File: src/rtl/dbg_guv_cmd_seq.sv
// Debug governor command sequencer: decodes AXI-Stream commands into per-channel pause/log
// enables and drop/inject requests, and returns exactly one status word per command.
module dbg_guv_cmd_seq #(
    parameter int unsigned NUM_CH  = 4,
    parameter int unsigned COUNT_W = 16,
    parameter int unsigned TIMEOUT = 1024
) (
    input  logic               clk,
    input  logic               rst,
    input  logic [31:0]        cmd_in_TDATA,
    input  logic               cmd_in_TVALID,
    output logic               cmd_in_TREADY,
    output logic [31:0]        rsp_out_TDATA,
    output logic               rsp_out_TVALID,
    input  logic               rsp_out_TREADY,
    output logic [NUM_CH-1:0]  pause_o,
    output logic [NUM_CH-1:0]  log_en_o,
    output logic               op_req_o,
    output logic               op_kind_o,
    output logic [3:0]         op_ch_o,
    output logic [COUNT_W-1:0] op_count_o,
    input  logic               op_ack_i,
    input  logic               op_done_i,
    output logic               op_abort_o,
    output logic               busy_o
);

    localparam int unsigned TimerW = (TIMEOUT > 0) ? $clog2(TIMEOUT + 1) : 1;
    localparam logic [TimerW-1:0] TimerLast = TimerW'((TIMEOUT > 0) ? TIMEOUT - 1 : 0);
    localparam bit TimeoutEn = (TIMEOUT != 0);

    localparam logic [3:0] OpNop     = 4'd0;
    localparam logic [3:0] OpPause   = 4'd1;
    localparam logic [3:0] OpUnpause = 4'd2;
    localparam logic [3:0] OpDrop    = 4'd3;
    localparam logic [3:0] OpInject  = 4'd4;
    localparam logic [3:0] OpLog     = 4'd5;
    localparam logic [3:0] OpUnlog   = 4'd6;

    localparam logic [1:0] StatOk      = 2'd0;
    localparam logic [1:0] StatBadOp   = 2'd1;
    localparam logic [1:0] StatBadCh   = 2'd2;
    localparam logic [1:0] StatTimeout = 2'd3;

    typedef enum logic [2:0] {StIdle, StApply, StReq, StWaitDone, StResp} state_e;

    state_e              state_q, state_d;
    logic [31:0]         cmd_q;
    logic [NUM_CH-1:0]   pause_q, log_q;
    logic                op_kind_q;
    logic [3:0]          op_ch_q;
    logic [COUNT_W-1:0]  op_count_q;
    logic [TimerW-1:0]   timer_q;
    logic                abort_q;
    logic [31:0]         rsp_data_q;

    logic [3:0]          cmd_op, cmd_ch;
    logic [COUNT_W-1:0]  cmd_count;
    logic [7:0]          cmd_tag;
    logic                bad_op, bad_ch, go_req, timeout_hit;
    logic [1:0]          apply_stat;
    logic [NUM_CH-1:0]   ch_mask;
    logic                unused_cmd;

    assign cmd_op     = cmd_q[3:0];
    assign cmd_ch     = cmd_q[7:4];
    assign cmd_count  = cmd_q[8 +: COUNT_W];
    assign cmd_tag    = cmd_q[31:24];
    // Count bits above COUNT_W are deliberately ignored.
    assign unused_cmd = ^cmd_q;

    assign bad_op      = cmd_op > OpUnlog;
    assign bad_ch      = 32'(cmd_ch) >= NUM_CH;
    assign go_req      = !bad_op && !bad_ch && (cmd_op == OpDrop || cmd_op == OpInject)
                         && (cmd_count != '0);
    assign timeout_hit = TimeoutEn && (timer_q == TimerLast);
    assign apply_stat  = bad_op ? StatBadOp : (bad_ch ? StatBadCh : StatOk);

    always_comb begin
        ch_mask = '0;
        for (int i = 0; i < NUM_CH; i++) begin
            ch_mask[i] = (cmd_ch == 4'(i));
        end
    end

    function automatic logic [31:0] rsp_word(input logic [3:0] ch, input logic [1:0] st,
                                             input logic [7:0] tag);
        return {18'b0, ch, st, tag};
    endfunction

    // State register
    always_ff @(posedge clk) begin
        if (rst) state_q <= StIdle;
        else     state_q <= state_d;
    end

    // Next-state logic
    always_comb begin
        state_d = state_q;
        unique case (state_q)
            StIdle:     if (cmd_in_TVALID) state_d = StApply;
            StApply:    state_d = go_req ? StReq : StResp;
            StReq:      if (op_ack_i) state_d = StWaitDone;
            StWaitDone: if (op_done_i || timeout_hit) state_d = StResp;
            StResp:     if (rsp_out_TREADY) state_d = StIdle;
            default:    state_d = StIdle;
        endcase
    end

    // Outputs decoded from state or driven by registers
    always_comb begin
        cmd_in_TREADY  = (state_q == StIdle);
        busy_o         = (state_q != StIdle);
        op_req_o       = (state_q == StReq);
        rsp_out_TVALID = (state_q == StResp);
        rsp_out_TDATA  = rsp_data_q;
        pause_o        = pause_q;
        log_en_o       = log_q;
        op_kind_o      = op_kind_q;
        op_ch_o        = op_ch_q;
        op_count_o     = op_count_q;
        op_abort_o     = abort_q;
    end

    always_ff @(posedge clk) begin
        if (rst) begin
            cmd_q      <= '0;
            pause_q    <= '0;
            log_q      <= '0;
            op_kind_q  <= 1'b0;
            op_ch_q    <= '0;
            op_count_q <= '0;
            timer_q    <= '0;
            abort_q    <= 1'b0;
            rsp_data_q <= '0;
        end else begin
            abort_q <= 1'b0;
            if (state_q == StIdle && cmd_in_TVALID) cmd_q <= cmd_in_TDATA;

            if (state_q == StApply) begin
                rsp_data_q <= rsp_word(cmd_ch, apply_stat, cmd_tag);
                if (!bad_op && !bad_ch) begin
                    unique case (cmd_op)
                        OpPause:   pause_q <= pause_q | ch_mask;
                        OpUnpause: pause_q <= pause_q & ~ch_mask;
                        OpLog:     log_q   <= log_q | ch_mask;
                        OpUnlog:   log_q   <= log_q & ~ch_mask;
                        default:   ;
                    endcase
                end
                if (go_req) begin
                    op_kind_q  <= (cmd_op == OpInject);
                    op_ch_q    <= cmd_ch;
                    op_count_q <= cmd_count;
                end
            end

            if (state_q == StReq && op_ack_i) timer_q <= '0;

            if (state_q == StWaitDone) begin
                // A done in the expiry cycle beats the timeout.
                if (op_done_i) begin
                    rsp_data_q <= rsp_word(cmd_ch, StatOk, cmd_tag);
                end else if (timeout_hit) begin
                    rsp_data_q <= rsp_word(cmd_ch, StatTimeout, cmd_tag);
                    abort_q    <= 1'b1;
                end else if (TimeoutEn) begin
                    timer_q <= timer_q + 1'b1;
                end
            end
        end
    end

    // Nop needs no action beyond the OK response.
    logic unused_nop;
    assign unused_nop = (OpNop == 4'd0);

endmodule
File: config.mk
export PLATFORM = sky130hd
export DESIGN_NAME = dbg_guv_cmd_seq
export DESIGN_NICKNAME = d
export VERILOG_FILES = /design/src/rtl/dbg_guv_cmd_seq.sv
export SDC_FILE = /design/constraint.sdc
export NUM_CORES = 1
export LEC_CHECK = 0
export CORE_UTILIZATION = 66
export DETAILED_ROUTE_END_ITERATION = 16
export DONT_BUFFER_PORTS = 1
export PLACE_DENSITY = 0.78
export SLEW_MARGIN = 20
export SYNTH_ARGS = -nofsm -noshare
export SYNTH_HDL_FRONTEND = slang
export SYNTH_SLANG_ARGS = --single-unit
File: constraint.sdc
create_clock -name clk -period 4.6 [get_ports clk]
set_clock_uncertainty 0.15 [all_clocks]
set_input_delay 0.46 -clock clk [delete_from_list [all_inputs] [get_ports clk]]
set_output_delay 0.46 -clock clk [all_outputs]
set_load 0.02 [all_outputs]
### After elaboration in Yosys (flattened, before gate mapping)

Index checks and enable logic that the tools add are counted.

| storage, ports and cells | value |
|---|---|
| bits in registers | 108 |
| input port bits | 38 |

| operators by class | value |
|---|---|
| reduce and logical (&&, ||, !) cells | 20 |
| $lt $le $gt $ge | 2 |
| add/subtract/negate cells | 1 |
| equal/unequal tests | 18 |
| bitwise logic cells | 6 |
| muxes and demuxes | 19 |

Operator list:

| cell | number |
|---|---|
| $mux 32 | 4 |
| $mux 11 | 4 |
| $eq 4x2->1 const B | 4 |
| $pmux 4 s2 | 2 |
| $reduce_bool 16->1 | 1 |
| $mux 3 | 5 |
| $pmux 3 s5 | 1 |
| $eq 4x3->1 const B | 3 |
| $add 11x1->11 const B | 1 |
| $eq 11x10->1 const B | 1 |
| $and 4x4->4 | 2 |
| $eq 4x1->1 const B | 2 |
| $or 4x4->4 | 2 |
| $eq 3x2->1 const B | 2 |
| $reduce_and 3->1 | 2 |
| $logic_and 1x1->1 | 5 |
| $ge 4x3->1 const B | 1 |
| $gt 4x3->1 const B | 1 |
| $logic_not 4->1 | 1 |
| $mux 2 | 2 |
| $ne 2x1->1 const B | 2 |
| $ne 2x2->1 const B | 2 |
| $not 4->4 | 1 |
| $reduce_and 4->1 | 1 |
| 11 further kinds | 14 |

### Logic depth before layout (Yosys ltp)

| logic depth | value |
|---|---|
| word-level depth | 7 |
| depth in mapped cells | 8 |
| depth with buffers taken out | 6 |

### Worst setup path before layout

Ideal clock, no wire load.

| timing | value |
|---|---|
| path kind | flip-flop to flip-flop |
| from | reg state_q[1] |
| to | reg timer_q[7] |
| clock period less this slack | 2.107 ns |
| arrival time | 1.825 ns |
| library setup time | 0.132 ns |
| required time | 4.318 ns |
| slack | 2.493 ns |
| cell stages (with the launch flop) | 7 |
| cell sequence | dfxtp_1 buf_2 nor3b_1 nand2_1 nand2_1 o211a_1 nor3_1 |

| on the way | value |
|---|---|
| word-level cells in the longest chain between the ends | 6 |
| elaborated cells between the ends (all ways) | 7 |
| those cells by class | 2 x eq/ne; 4 x mux; 1 x reduce/logical |

Ends and longest elaborated chain:

| element | line | text |
|---|---|---|
| start, declared | 47 | `state_e state_q, state_d;` |
| start signal, assigned | 93 | `if (rst) state_q <= StIdle;` |
| start signal, assigned | 94 | `else state_q <= state_d;` |
| $eq 3x2->1 * | n/a |  |
| via op_req_o | 18 | `output logic op_req_o,` |
| $logic_and 1x1->1 * | 158 | `if (state_q == StReq && op_ack_i) timer_q <= '0;` |
| $mux 11 * | 158 |  |
| $mux 11 | 164 | `end else if (timeout_hit) begin` |
| $mux 11 | 162 | `if (op_done_i) begin` |
| $mux 11 * | 160 | `if (state_q == StWaitDone) begin` |
| end signal, assigned | 168 | `timer_q <= timer_q + 1'b1;` |
| end, declared | 53 | `logic [TimerW-1:0] timer_q;` |

The timed path passes the listed nets; every way through them passes the cells marked *.
A chain may end at the register's enable or synchronous reset.

### Worst setup path after layout

| timing | value |
|---|---|
| from | reg state_q[1] |
| to | out busy_o |

| on the way | value |
|---|---|
| word-level cells in the longest chain between the ends | 1 |

Ends and longest elaborated chain:

| element | line | text |
|---|---|---|
| $reduce_bool 3->1 | 113 | `busy_o = (state_q != StIdle);` |
| end, declared | 25 | `output logic busy_o` |

Every way passes these cells.

==> flow_summary.yaml <==
synth:
  ys.flop_type: "dfxtp_1"
  syn_inst: 463
  synth.most_common_cell: "nand2_1"
  synthArstFlopShare_pct: 0
  yosysWarnings: 0
  postSynthAreaPerCell_um2: 8.89
  ys_ff_latch: 108
  synth_top_area_share_pct: 52.5
  syn_nets: 502
  ys_top_cells_by_area: "dfxtp_1 (53%), nand2_1 (10%), a21oi_1 (7.8%)"
  synth.top_cells.by_count: "nand2_1 (115), dfxtp_1 (108), a21oi_1 (64)"
  synth_cell_type_count: 48
  synth_seq_area_share_pct: 52.5
  synth_edf_count: 0
  yosysTopAreaCell: "dfxtp_1"
  syn_area_um2: 4120
final_layout:
  fin_cells: 527
  antenna_cells: 0
  design_area_um2: 4300
  syn_to_final_growth_pct: 4.31
  layout-drive-gt1-share_pct: 8.63
  nets: 486
worst_setup_path:
  endpoint_kind: "output pin"
  crit_required_ps: 3990
  critPathLaunch: "state_q[1]"
  path_class: "reg -> out"
  crit_cells: 2
  rr_endpoint: "cmd_q[28]"
  critPathLaunchType: "register"
  max_stage_delay_ps: 810
  r2r_cells: 4
  cp_cell_sequence: "nor3_1 > inv_1"
  critPathBufInv: 1
  r2r-start: "state_q[1]"
  crit_family: "simple AND/OR/NAND/NOR gates"
  endpoint: "busy_o"
  critPathMaxFanout: 11
  r2r_slack_ps: 2090
  crit_arrival_ps: 1960
  slowest_stage: "nor3_1"
place:
  portBuffers: 0
  placed_area_um2: 4080
  routabilityCongestion: 0.834
  hpwl_um: 5510
  place_inst: 510
outcome:
  outcome: "finished, final reports clean"
timing:
  tns_ps: 0
  hold_viol_final: 0
  final_max_slew_viol_count: 0
  fmax_mhz: 388
  grt_setup_unrepaired: "false"
  max-slew-margin-rel_pct: 33.9
  tightest_slew_ps: 984
  setup_viol: 0
  whs_ps: 18.9
  period_minus_slack_ps: 2570
  period_share_pct: 56.0
pwr:
  p_per_area_nw_per_um2: 465
  power_w: 0.00200
  peakVddDrop_uv: 343
  p_leak_nw: 1.57
clocking:
  cts_buffer_depth: 2
  cts_sinks: 108
  htreeDepth: 3
  clk_latency_ps: 360
  root_buffer: "clkbuf_8"
  path_clk_slew_ps: 100
  cts_tree: "done"
  cts_made_buffers: 9
  cts_setup_buffers: 0
grt:
  gr-usage-met1_pct: 32.3
  grt_pass1_wl_um: 12800
  grtUsageMet2_pct: 39.7
  grt_max_degree: 93
  antenna_found_initial: 0
  use_met3_pct: 8.31
  grt-ovfl-total: 0
  top_usage_layer: "met2"
  grt_pass1_vias: 2823
  grtUsageTotal_pct: 25.9
floorplan:
  die_x_um: 81.0
  rows: 28
  die_area_um2: 6560
  ioPinCount: 104
  start_util_pct: 69.1
  die_h_um: 81.0
  coreArea_um2: 5960
routing:
  via_per_inst: 5.93
  vias: 3124
  drtIter0Drc: 179
  drtPass1Iterations: 4
  antenna_left: 0
  routed_wl_um: 8490
  drc_errors: 0
  routedWlPerCell_um: 16.1
worst_hold_path:
  hold_class: "in -> reg"
  hp-start: "rst"
run:
  maxCapViolations: 0
==> logic make-up (layout without fill, tap and decap cells) <==
| family | count (synthesis) | count (layout) | synth area share, % |
|---|---|---|---|
| flops | 108 | 108 | 52.5 |
| simple gates | 208 | 208 | 25.5 |
| mux | 15 | 15 | 3.68 |
| compound gates | 95 | 95 | 13.6 |
| fa+ha+maj | 1 | 1 | 0.304 |
| buf+inv | 34 | 23 | 3.95 |
| xor+xnor | 2 | 2 | 0.425 |
==> registers in the layout, summed over array words and instances (netlist names), named ones only <==
signal / count
rsp_out_TDATA: 32
op_ch_o: 4
cmd_q: 32
state_q: 3
timer_q: 11
op_abort_o: 1
op_kind_o: 1
op_count_o: 16
==> worst min-delay path by stage <==
stage,to,slack (ps),depth (start not counted)
4_1_cts,timer_q[4],0.6,1
6_report,rsp_out_TDATA[7],20,1
3_5_place_dp,timer_q[10],280,2
3_3_place_gp,timer_q[10],270,2
2_1_floorplan,timer_q[10],260,2
5_1_grt,timer_q[0],4,1
==> area by class of cell <==
cell class / instances / area [um2]
flip-flops and latches: 108 / 2160
multi-input cells: 321 / 1800
fillers: 471 / 1660
clock buffers: 9 / 124
well taps: 75 / 93.8
clock inverters: 7 / 82.6
inverters: 5 / 18.8
repair buffers: 2 / 17.5
==> power by group <==
part           switching [W]  leakage, nW  internal (W)
Combinational       0.000210        0.600      0.000113
Sequential         0.0000896        0.875      0.000997
Clock               0.000326       0.0984      0.000260
Total               0.000626         1.57       0.00137
==> worst register-to-register path, delay by kind of cell (launching register included) <==
kind             cells  cell delay [ps]
AND/OR/NAND/NOR      3             1680
flip-flops           1              470
AO/OA/AOI/OAI        1              150
==> through the flow <==
| stage | worst slack [ps] | utilization (%) |
|---|---|---|
| final | 2030 | 72.1 |
| after detailed placement | 1840 | 68.4 |
| after CTS | 1790 | 71.9 |
| after global placement | 1940 | 68.4 |
| after global routing | 1910 | 72.1 |
| after floorplan | 2490 | - |
==> routing by layer <==
layer	share of wire, %	vias up
li1	-	1550
met1	43	1444
met2	47	107
met3	7.4	23
met4	2.8	0
met5	0	-
==> layout by cell type, fill, tap and decap left out, drive strengths merged, types with 2 or more instances in the layout <==
cell and instances:
inv 8, dfxtp 108, nor3 10, nor4 6, a211oi 6, mux2i 14, nand4 5, and4 3
o31ai 2, nor2 23, or4 2, nand2 115, xor2 2, nor2b 3, and2 20, nor3b 5
nand3 5, o21ai 6, a31oi 6, nand4b 3, a311oi 4, clkinvlp 2, clkbuf 9, nand2b 3
a21oi 64
==> what timing repair did <==
item | CTS | global route
hold buffers | 0 | 1
hold endpoints to repair | 0 | 23
gates resized for setup | 0 | 0
(Power assumes the default switching activity.)
